[config.mk]
export PLATFORM = sky130hd
export DESIGN_NAME = id_stage_pipe_flat
export DESIGN_NICKNAME = d
export VERILOG_FILES = /design/src/rtl/id_stage_pipe_if.sv /design/src/rtl/id_stage_pipe.sv /design/src/flat_wrapper.sv
export SDC_FILE = /design/constraint.sdc
export NUM_CORES = 1
export LEC_CHECK = 0
export CAP_MARGIN = 15
export CORE_ASPECT_RATIO = 1.2
export CORE_MARGIN = 1.5
export CORE_UTILIZATION = 41
export DETAILED_ROUTE_END_ITERATION = 10
export DONT_BUFFER_PORTS = 1
export PLACE_DENSITY = 0.58
export SLEW_MARGIN = 20
export SYNTH_ARGS = -nofsm -noshare
export SYNTH_HDL_FRONTEND = slang
export SYNTH_SLANG_ARGS = --single-unit
[constraint.sdc]
create_clock -name clk -period 8.6 [get_ports clk]
set_input_delay 1.72 -clock clk [delete_from_list [all_inputs] [get_ports clk]]
set_output_delay 1.72 -clock clk [all_outputs]
set_load 0.005 [all_outputs]
[src/rtl/id_stage_pipe_if.sv]
// id_stage_pipe_if: IF-side and EX-side handshake/payload bundle of the
// registered decode stage. master = IF/EX environment, slave = id_stage_pipe.
interface id_stage_pipe_if #(
    parameter int XLEN   = 32,
    parameter int CTRL_W = 13
);
    logic              in_valid;
    logic              in_ready;
    logic [31:0]       in_inst;
    logic [XLEN-1:0]   in_pc;
    logic              flush;
    logic              out_valid;
    logic              out_ready;
    logic [CTRL_W-1:0] out_controls;
    logic              out_is_signed;
    logic [1:0]        out_inst_size;
    logic [XLEN-1:0]   out_imm;
    logic [XLEN-1:0]   out_branch_addr;
    logic [XLEN-1:0]   out_pc;
    logic [4:0]        out_rs1;
    logic [4:0]        out_rs2;
    logic [4:0]        out_rd;
    logic              redirect_valid;
    logic [XLEN-1:0]   redirect_addr;

    modport master (
        output in_valid, in_inst, in_pc, flush, out_ready,
        input  in_ready, out_valid, out_controls, out_is_signed,
        input  out_inst_size, out_imm, out_branch_addr, out_pc,
        input  out_rs1, out_rs2, out_rd, redirect_valid, redirect_addr
    );

    modport slave (
        input  in_valid, in_inst, in_pc, flush, out_ready,
        output in_ready, out_valid, out_controls, out_is_signed,
        output out_inst_size, out_imm, out_branch_addr, out_pc,
        output out_rs1, out_rs2, out_rd, redirect_valid, redirect_addr
    );
endinterface

[src/rtl/id_stage_pipe.sv]
// id_stage_pipe: RV32 decode with an ID/EX register, valid/ready on both
// sides, load-use stall and flush.
// Ports: clk, reset (sync, active-low), bus (id_stage_pipe_if.slave).
// Optional macro ID_EARLY_JUMP_EN: one-cycle JAL redirect pulse.
module id_stage_pipe #(
    parameter int XLEN   = 32,
    parameter int CTRL_W = 13
) (
    input logic            clk,
    input logic            reset,
    id_stage_pipe_if.slave bus
);
    logic [31:0] inst;
    logic [6:0]  opcode;
    logic [2:0]  f3;
    assign inst   = bus.in_inst;
    assign opcode = inst[6:0];
    assign f3     = inst[14:12];

    logic is_r, is_opi, is_ld, is_st, is_br;
    logic is_jal, is_jalr, is_lui, is_auipc, is_shift;
    assign is_r     = opcode == 7'b0110011;
    assign is_opi   = opcode == 7'b0010011;
    assign is_ld    = opcode == 7'b0000011;
    assign is_st    = opcode == 7'b0100011;
    assign is_br    = opcode == 7'b1100011;
    assign is_jal   = opcode == 7'b1101111;
    assign is_jalr  = opcode == 7'b1100111;
    assign is_lui   = opcode == 7'b0110111;
    assign is_auipc = opcode == 7'b0010111;
    assign is_shift = is_opi & (f3 == 3'b001 | f3 == 3'b101);

    logic [31:0] i_imm, s_imm, b_imm, u_imm, j_imm;
    assign i_imm = {{20{inst[31]}}, inst[31:20]};
    assign s_imm = {{20{inst[31]}}, inst[31:25], inst[11:7]};
    assign b_imm = {{19{inst[31]}}, inst[31], inst[7],
                    inst[30:25], inst[11:8], 1'b0};
    assign u_imm = {inst[31:12], 12'b0};
    assign j_imm = {{11{inst[31]}}, inst[31], inst[19:12],
                    inst[20], inst[30:21], 1'b0};

    logic        mem_read, mem_write, src_a, src_b, reg_write;
    logic [1:0]  m2r, jump, size_d;
    logic [3:0]  alu_op;
    logic        sgn_d;
    logic [31:0] imm32;

    always_comb begin
        mem_read  = 1'b0;
        mem_write = 1'b0;
        src_a     = 1'b0;
        src_b     = 1'b0;
        m2r       = 2'b00;
        alu_op    = 4'b0000;
        reg_write = 1'b0;
        jump      = 2'b00;
        sgn_d     = 1'b0;
        size_d    = 2'b00;
        imm32     = i_imm;
        unique case (1'b1)
            is_r: begin
                reg_write = 1'b1;
                alu_op    = {inst[30], f3};
            end
            is_opi: begin
                reg_write = 1'b1;
                src_b     = 1'b1;
                // inst[30] is an immediate bit except for srai
                alu_op    = {is_shift & inst[30], f3};
            end
            is_ld: begin
                mem_read  = 1'b1;
                reg_write = 1'b1;
                src_b     = 1'b1;
                m2r       = 2'b01;
                size_d    = f3[1:0];
                sgn_d     = ~f3[2];
            end
            is_st: begin
                mem_write = 1'b1;
                src_b     = 1'b1;
                size_d    = f3[1:0];
                imm32     = s_imm;
            end
            is_br: begin
                alu_op = 4'b1000;
                sgn_d  = ~f3[1];
                imm32  = b_imm;
            end
            is_jal: begin
                reg_write = 1'b1;
                m2r       = 2'b10;
                jump      = 2'b01;
                imm32     = j_imm;
            end
            is_jalr: begin
                reg_write = 1'b1;
                src_b     = 1'b1;
                m2r       = 2'b10;
                jump      = 2'b10;
            end
            is_lui: begin
                reg_write = 1'b1;
                src_b     = 1'b1;
                alu_op    = 4'b1111;
                imm32     = u_imm;
            end
            is_auipc: begin
                reg_write = 1'b1;
                src_a     = 1'b1;
                src_b     = 1'b1;
                imm32     = u_imm;
            end
            default: ;
        endcase
    end

    logic [CTRL_W-1:0] ctrl_d;
    logic [XLEN-1:0]   imm_sext, imm_d, branch_d;
    assign ctrl_d   = CTRL_W'({mem_read, mem_write, src_a, src_b, m2r,
                               alu_op, reg_write, jump});
    assign imm_sext = XLEN'($signed(imm32));
    assign imm_d    = is_shift ? XLEN'(inst[24:20]) : imm_sext;
    assign branch_d = bus.in_pc + imm_sext;

    // Load in ID/EX whose rd feeds either source field of the incoming word
    logic hazard, accept;
    assign hazard = bus.out_valid & bus.out_controls[CTRL_W-1]
                  & (bus.out_rd != 5'd0)
                  & (inst[19:15] == bus.out_rd | inst[24:20] == bus.out_rd);
    assign bus.in_ready = bus.flush
                        | (~hazard & (~bus.out_valid | bus.out_ready));
    assign accept = bus.in_valid & bus.in_ready & ~bus.flush;

    always_ff @(posedge clk) begin
        if (!reset) begin
            bus.out_valid       <= 1'b0;
            bus.out_controls    <= '0;
            bus.out_is_signed   <= 1'b0;
            bus.out_inst_size   <= 2'b00;
            bus.out_imm         <= '0;
            bus.out_branch_addr <= '0;
            bus.out_pc          <= '0;
            bus.out_rs1         <= 5'd0;
            bus.out_rs2         <= 5'd0;
            bus.out_rd          <= 5'd0;
        end else if (bus.flush) begin
            bus.out_valid <= 1'b0;
        end else if (accept) begin
            bus.out_valid       <= 1'b1;
            bus.out_controls    <= ctrl_d;
            bus.out_is_signed   <= sgn_d;
            bus.out_inst_size   <= size_d;
            bus.out_imm         <= imm_d;
            bus.out_branch_addr <= branch_d;
            bus.out_pc          <= bus.in_pc;
            bus.out_rs1         <= inst[19:15];
            bus.out_rs2         <= inst[24:20];
            bus.out_rd          <= inst[11:7];
        end else if (bus.out_ready & bus.out_valid) begin
            bus.out_valid <= 1'b0;
        end
    end

`ifdef ID_EARLY_JUMP_EN
    // For JAL the branch adder already yields pc + J-immediate
    always_ff @(posedge clk) begin
        if (!reset) begin
            bus.redirect_valid <= 1'b0;
            bus.redirect_addr  <= '0;
        end else begin
            bus.redirect_valid <= accept & is_jal;
            if (accept & is_jal)
                bus.redirect_addr <= branch_d;
        end
    end
`else
    assign bus.redirect_valid = 1'b0;
    assign bus.redirect_addr  = '0;
`endif
endmodule
[src/flat_wrapper.sv]
// flat-port wrapper written by rule: the top's interface ports become plain ports
module id_stage_pipe_flat 
#(
    parameter int XLEN   = 32,
    parameter int CTRL_W = 13
)
  (clk, reset, bus_in_valid, bus_in_inst, bus_in_pc, bus_flush, bus_out_ready, bus_in_ready, bus_out_valid, bus_out_controls, bus_out_is_signed, bus_out_inst_size, bus_out_imm, bus_out_branch_addr, bus_out_pc, bus_out_rs1, bus_out_rs2, bus_out_rd, bus_redirect_valid, bus_redirect_addr);
  id_stage_pipe_if #(.XLEN(XLEN), .CTRL_W(CTRL_W)) bus_i ();
  input logic clk;
  input logic reset;
  input wire logic [$bits(bus_i.in_valid)-1:0] bus_in_valid;
  input wire logic [$bits(bus_i.in_inst)-1:0] bus_in_inst;
  input wire logic [$bits(bus_i.in_pc)-1:0] bus_in_pc;
  input wire logic [$bits(bus_i.flush)-1:0] bus_flush;
  input wire logic [$bits(bus_i.out_ready)-1:0] bus_out_ready;
  output wire logic [$bits(bus_i.in_ready)-1:0] bus_in_ready;
  output wire logic [$bits(bus_i.out_valid)-1:0] bus_out_valid;
  output wire logic [$bits(bus_i.out_controls)-1:0] bus_out_controls;
  output wire logic [$bits(bus_i.out_is_signed)-1:0] bus_out_is_signed;
  output wire logic [$bits(bus_i.out_inst_size)-1:0] bus_out_inst_size;
  output wire logic [$bits(bus_i.out_imm)-1:0] bus_out_imm;
  output wire logic [$bits(bus_i.out_branch_addr)-1:0] bus_out_branch_addr;
  output wire logic [$bits(bus_i.out_pc)-1:0] bus_out_pc;
  output wire logic [$bits(bus_i.out_rs1)-1:0] bus_out_rs1;
  output wire logic [$bits(bus_i.out_rs2)-1:0] bus_out_rs2;
  output wire logic [$bits(bus_i.out_rd)-1:0] bus_out_rd;
  output wire logic [$bits(bus_i.redirect_valid)-1:0] bus_redirect_valid;
  output wire logic [$bits(bus_i.redirect_addr)-1:0] bus_redirect_addr;
  assign bus_i.in_valid = bus_in_valid;
  assign bus_i.in_inst = bus_in_inst;
  assign bus_i.in_pc = bus_in_pc;
  assign bus_i.flush = bus_flush;
  assign bus_i.out_ready = bus_out_ready;
  assign bus_in_ready = bus_i.in_ready;
  assign bus_out_valid = bus_i.out_valid;
  assign bus_out_controls = bus_i.out_controls;
  assign bus_out_is_signed = bus_i.out_is_signed;
  assign bus_out_inst_size = bus_i.out_inst_size;
  assign bus_out_imm = bus_i.out_imm;
  assign bus_out_branch_addr = bus_i.out_branch_addr;
  assign bus_out_pc = bus_i.out_pc;
  assign bus_out_rs1 = bus_i.out_rs1;
  assign bus_out_rs2 = bus_i.out_rs2;
  assign bus_out_rd = bus_i.out_rd;
  assign bus_redirect_valid = bus_i.redirect_valid;
  assign bus_redirect_addr = bus_i.redirect_addr;
  id_stage_pipe #(.XLEN(XLEN), .CTRL_W(CTRL_W)) u_core (.clk(clk), .reset(reset), .bus(bus_i));
endmodule
Word-level counts from Yosys, hierarchy flattened:

Cells that the tools add are included.
W data, S select, Z words.

* bits in registers: 128
* latch bits: 0
* RAM bits: 0
* bits in read-only memories: 0
* input port bits: 69
* output and inout port bits: 162
* logic and storage cells: 66
* memories kept: 0

* add/sub/neg operators: 1
* multiply operators: 0
* divide/modulo/power cells: 0
* $lt $le $gt $ge: 0
* eq/ne operators: 13
* shift operators: 0
* muxes and demuxes: 14
* bitwise logic cells: 19
* reductions and logical operators: 9

Operator list (number)
* $pmux W31 S4: 1
* $add A32 B32 Y32: 1
* $mux W32: 1
* $eq A7 B6 Y1 const B: 3
* $eq A7 B7 Y1 const B: 3
* $pmux W4 S4: 1
* $eq A7 B5 Y1 const B: 2
* $eq A5 B5 Y1: 2
* $and A1 B1 Y1: 9
* $pmux W2 S2: 2
* $reduce_or A2 Y1: 4
* $eq A7 B2 Y1 const B: 1
* $mux W1: 7
* $reduce_or A7 Y1: 1
* $not A1 Y1: 6
* $reduce_or A6 Y1: 1
* $reduce_bool A5 Y1: 1
* $or A1 B1 Y1: 4
* $eq A3 B1 Y1 const B: 1
* $eq A3 B3 Y1 const B: 1
* $mux W2: 1
* $pmux W1 S2: 1
* $reduce_and A2 Y1: 1
* $reduce_bool A2 Y1: 1

Depth between registers and ports, before layout:

* word-level depth: 9
* depth in mapped cells: 19
* gate-level depth less buffers: 16

Least setup slack after synthesis:

No wires, ideal clock.

* path type: in2reg
* start point: in bus_in_inst[6]
* end point: reg u_core.bus.out_branch_addr[22]
* setup time: 0.122 ns
* arrival: 4.899 ns
* data required time: 8.478 ns
* slack: 3.579 ns
* cell stages on the path: 19
* buffers on the path: 3
* cell sequence: buf_2 nor4bb_1 and3_1 clkbuf_1 or2_2 buf_2 nor2_1 a32o_1 ha_1 inv_1 fa_1 nor2b_1 o31a_1 o21a_1 o21ai_1 a211oi_1 or3_1 nand3_1 a21boi_0

* longest elaborated chain between the ends: 4
* elaborated cells on any way between the ends: 8
* classes of those cells: add/sub (1); eq/ne (5); mux (1); reduce/logical (1)

Ends and longest elaborated chain
* from (decl): RTL line flat_wrapper.sv:12 `input wire logic [$bits(bus_i.in_inst)-1:0] bus_in_inst;`
* $eq A7 B5 Y1 or $eq A7 B6 Y1 (tied branches): RTL line id_stage_pipe.sv:30, id_stage_pipe.sv:29
* $reduce_or A2 Y1 (no source line)
* $pmux W31 S4 *: RTL line id_stage_pipe.sv:60 `unique case (1'b1)`
* $add A32 B32 Y32 *: RTL line id_stage_pipe.sv:124 `assign branch_d = bus.in_pc + imm_sext;`
* to (signal assigned): RTL line id_stage_pipe.sv:155 `bus.out_branch_addr <= branch_d;`
* to (decl): RTL line id_stage_pipe_if.sv:36 `output out_inst_size, out_imm, out_branch_addr, out_pc,`

Every way passes the cells marked *; elsewhere a longest branch is shown, timed or not.
A chain may end at the register's enable or synchronous reset.

Final worst setup path:

* start point: in bus_in_inst[6]
* end point: reg u_core.bus.out_branch_addr[30]

The elaborated chain is that of the path after synthesis.

==> impl_metrics.csv <==
group,metric,value,unit
worst_setup_path,crit_arrival,5730,ps
drt,wl_per_cell,19.4,um
logic_synthesis,ys_top_cells_by_area,"dfxtp_1 35%, nand2_1 8.9%, a21oi_1 6.8%, ha_1 5.4%, a21o_1 3.8%",
die,rows,53,
drt,drtAntennaViolNets,0,
clocking,cts_sinks,128,
logic_synthesis,ys_seq_elements,128,
timing,skew,6.93,ps
clocking,clk_latency,420,ps
timing,fin_crit,5460,ps
die,initial_utilization,0.415,
drt,vias,6377,
drt,initialDrtViolationCount,364,
cells_and_area,area_growth,7.05,%
worst_setup_path,required,8870,ps
logic_synthesis,yosys_warnings,0,
flow_run,drv_cap,0,
logic_synthesis,seq_area_frac_synth,0.354,
cells_and_area,nNetsFinal,995,
clocking,tritoncts,"yes",
logic_synthesis,syn_avg_cell_area,7.75,um^2
drt,dr.pass1.iters,4,
global_routing,grt_usage,0.231,
clocking,h-tree-depth,4,
timing,drv_slew,0,
drt,wirelength,21.8,mm
cells_and_area,seqCellArea,2560,um^2
cells_and_area,final_area,7750,um^2
timing,rsz0062_at_grt,"false",
die,die_h,149,um
placement,place_inst,1095,
die,dieArea,18500,um^2
cells_and_area,drive_gt1_frac,0.0453,
timing,layout_setup_ws,3140,ps
timing,maxSlewHeadroom,0.406,
drt,route.detailed.drc,0,
clocking,cts_buffer_depth,2,
power,vdd_drop_max,0.122,mV
logic_synthesis,ys_async_sr_fraction,0,
timing,setup_viol,0,
logic_synthesis,yosysTopAreaCellShare,0.354,
timing,fmaxAchievable,183,MHz
clocking,cts-resized-gates,0,
cells_and_area,multi_input_area,4230,um^2
worst_setup_path,worst_setup_path_start_kind,"input port",
power,powerDensity,210,nW/um^2
logic_synthesis,synth_edf_count,0,
placement,place_area,7160,um^2
worst_setup_path,crit_path_max_fanout,24,
logic_synthesis,synth_area,7240,um^2
worst_setup_path,critPathKind,"in -> reg",
global_routing,first_global_vias,5824,
die,io_pins,231,
logic_synthesis,synth_cell_types,61,
worst_setup_path,cp-end-kind,"register",
logic_synthesis,syn_inst,934,
placement,port_buffers,0,
timing,hold_viol,0,
global_routing,grt_first_pass_wirelength,33.6,mm
placement,dp_hpwl,16.0,mm
timing,tns,0,ps
placement,place_ws,2810,ps
global_routing,grt.overflow.total,0,
cells_and_area,layout.cells.non_filler,1126,
die,core,17400,um^2
global_routing,antenna_found_initial,0,
power,p_leak,0.00312,uW
cells_and_area,diodes,0,
clocking,cts_setup_buffers,0,
clocking,clkTransAtPathRegs,50,ps
logic_synthesis,synthFlopType,"dfxtp_1",
die,die_x,124,um
logic_synthesis,netlist.top_cell.by_area,"dfxtp_1",
clocking,cts-buffers-inserted,17,
timing,fin_crit_sh,0.635,
drt,via_per_inst,5.66,
cells_and_area,fill_cells,1784,
status,status,"complete, no violations",
clocking,cts-root-buf,"clkbuf_16",
clocking,cts_hold_repair.buffers,0,
min_path,hold_class,"reg -> reg",
timing,worst_pin_slew,891,ps
placement,globalplace.congestion,0.885,
global_routing,grt_start_max_net_pins,76,
-- per-stage QoR --
stage | total power (uW) | hold WS (ps) | util
6_report | 1630 | 469 | 0.445
5_1_grt | 1700 | 495 | 0.445
4_1_cts | 1640 | 472 | 0.445
3_5_place_dp | 902 | 464 | 0.410
3_3_place_gp | 901 | 459 | 0.410
2_1_floorplan | 862 | 448 | -
-- final timing paths --
| kind | from | end | slack [ps] | depth (start not counted) |
|---|---|---|---|---|
| min | u_core.bus.out_pc[7] | u_core.bus.out_pc[7] | 470 | 2 |
| min reg2reg | u_core.bus.out_pc[7] | u_core.bus.out_pc[7] | 470 | 2 |
| max | bus_in_inst[6] | u_core.bus.out_branch_addr[30] | 3140 | 16 |
| max reg2reg | u_core.bus.out_rd[0] | u_core.bus.out_branch_addr[29] | 5210 | 9 |
-- sequential cells by signal (all words and copies together), names as in the netlist --
signal and cells:
u_core.bus.out_branch_addr 32, u_core.bus.out_imm 32, u_core.bus.out_pc 32, u_core.bus.out_controls 13, u_core.bus.out_rd 5, u_core.bus.out_rs1 5, u_core.bus.out_rs2 5, u_core.bus.out_inst_size 2
u_core.bus.out_is_signed 1, u_core.bus.out_valid 1
-- Yosys cell counts, drive strengths merged (2+ instances only) --
| cell | count |
|---|---|
| a22o | 3 |
| o31a | 2 |
| or4 | 2 |
| ha | 31 |
| and2 | 11 |
| nand2b | 2 |
| inv | 14 |
| a32o | 2 |
| nor2b | 28 |
| nor3 | 17 |
| nand4 | 10 |
| a31oi | 13 |
| mux2i | 5 |
| o41ai | 3 |
| a311oi | 3 |
| or3 | 4 |
| nor2 | 41 |
| o21a | 4 |
| o21ai | 34 |
| or2 | 3 |
| nor3b | 3 |
| a311o | 2 |
| nand3b | 6 |
| nand4b | 2 |
| buf | 62 |
| nor4 | 5 |
| a221oi | 2 |
| xnor2 | 11 |
| clkbuf | 33 |
| and3 | 17 |
| a22oi | 8 |
| nand3 | 41 |
| nand2 | 173 |
| o211ai | 7 |
| a21boi | 21 |
| o211a | 3 |
| o21bai | 7 |
| dfxtp | 128 |
| a211oi | 8 |
| a21oi | 100 |
| a21o | 37 |
| xor2 | 13 |
-- worst max-delay path, cell delays in order --
cell and delay [ps]:
nor4bb_1 350, and3_1 800, or2_2 360, nor2_1 70
a32o_1 260, ha_1 210, inv_1 70, fa_1 200
nor2b_1 70, o31a_1 260, o21a_1 170, o21ai_1 400
a211oi_1 220, o2bb2ai_1 260, mux2i_1 220, a31oi_1 90
-- cell usage in the layout, fill, tap and decap left out, drive strengths merged, types with 17 or more instances in the layout --
cell type	n
nand2	173
dfxtp	128
a21oi	100
nor2	41
nand3	41
a21o	37
o21ai	34
conb	33
ha	31
nor2b	28
clkbuf	22
a21boi	21
and3	17
nor3	17
-- logic make-up (layout without fill, tap and decap cells) --
| kind of cell | count (synthesis) | in the layout | share of synthesized area |
|---|---|---|---|
| mux | 5 | 5 | 0.00691 |
| fa+ha+maj | 32 | 32 | 0.0563 |
| xor+xnor | 24 | 24 | 0.0290 |
| buf+inv | 110 | 50 | 0.0795 |
| compound gates | 264 | 264 | 0.232 |
| simple gates | 370 | 370 | 0.242 |
| flops | 128 | 128 | 0.354 |
| other cells | 1 | 33 | 0.000518 |
-- final cells by class --
cell class,instances,share of cell area
Inverter,15,0.00726
Timing Repair Buffer,4,0.00387
Multi-Input combinational cell,728,0.546
Clock buffer,22,0.0599
Sequential cell,128,0.331
Clock inverter,9,0.0171
Tap cell,220,0.0355
-- layer usage --
| layer | track usage | wire (um) | vias up |
|---|---|---|---|
| met5 | 0 | 0 | - |
| met4 | 0.0833 | 489 | 0 |
| met3 | 0.0752 | 1630 | 26 |
| met2 | 0.392 | 10700 | 223 |
| met1 | 0.274 | 9010 | 2991 |
| li1 | - | - | 3137 |
-- report_power, final --
part | switching [uW] | internal (uW)
Combinational | 145 | 92.8
Sequential | 28.3 | 625
Clock | 267 | 470
(Power assumes the default switching activity.)
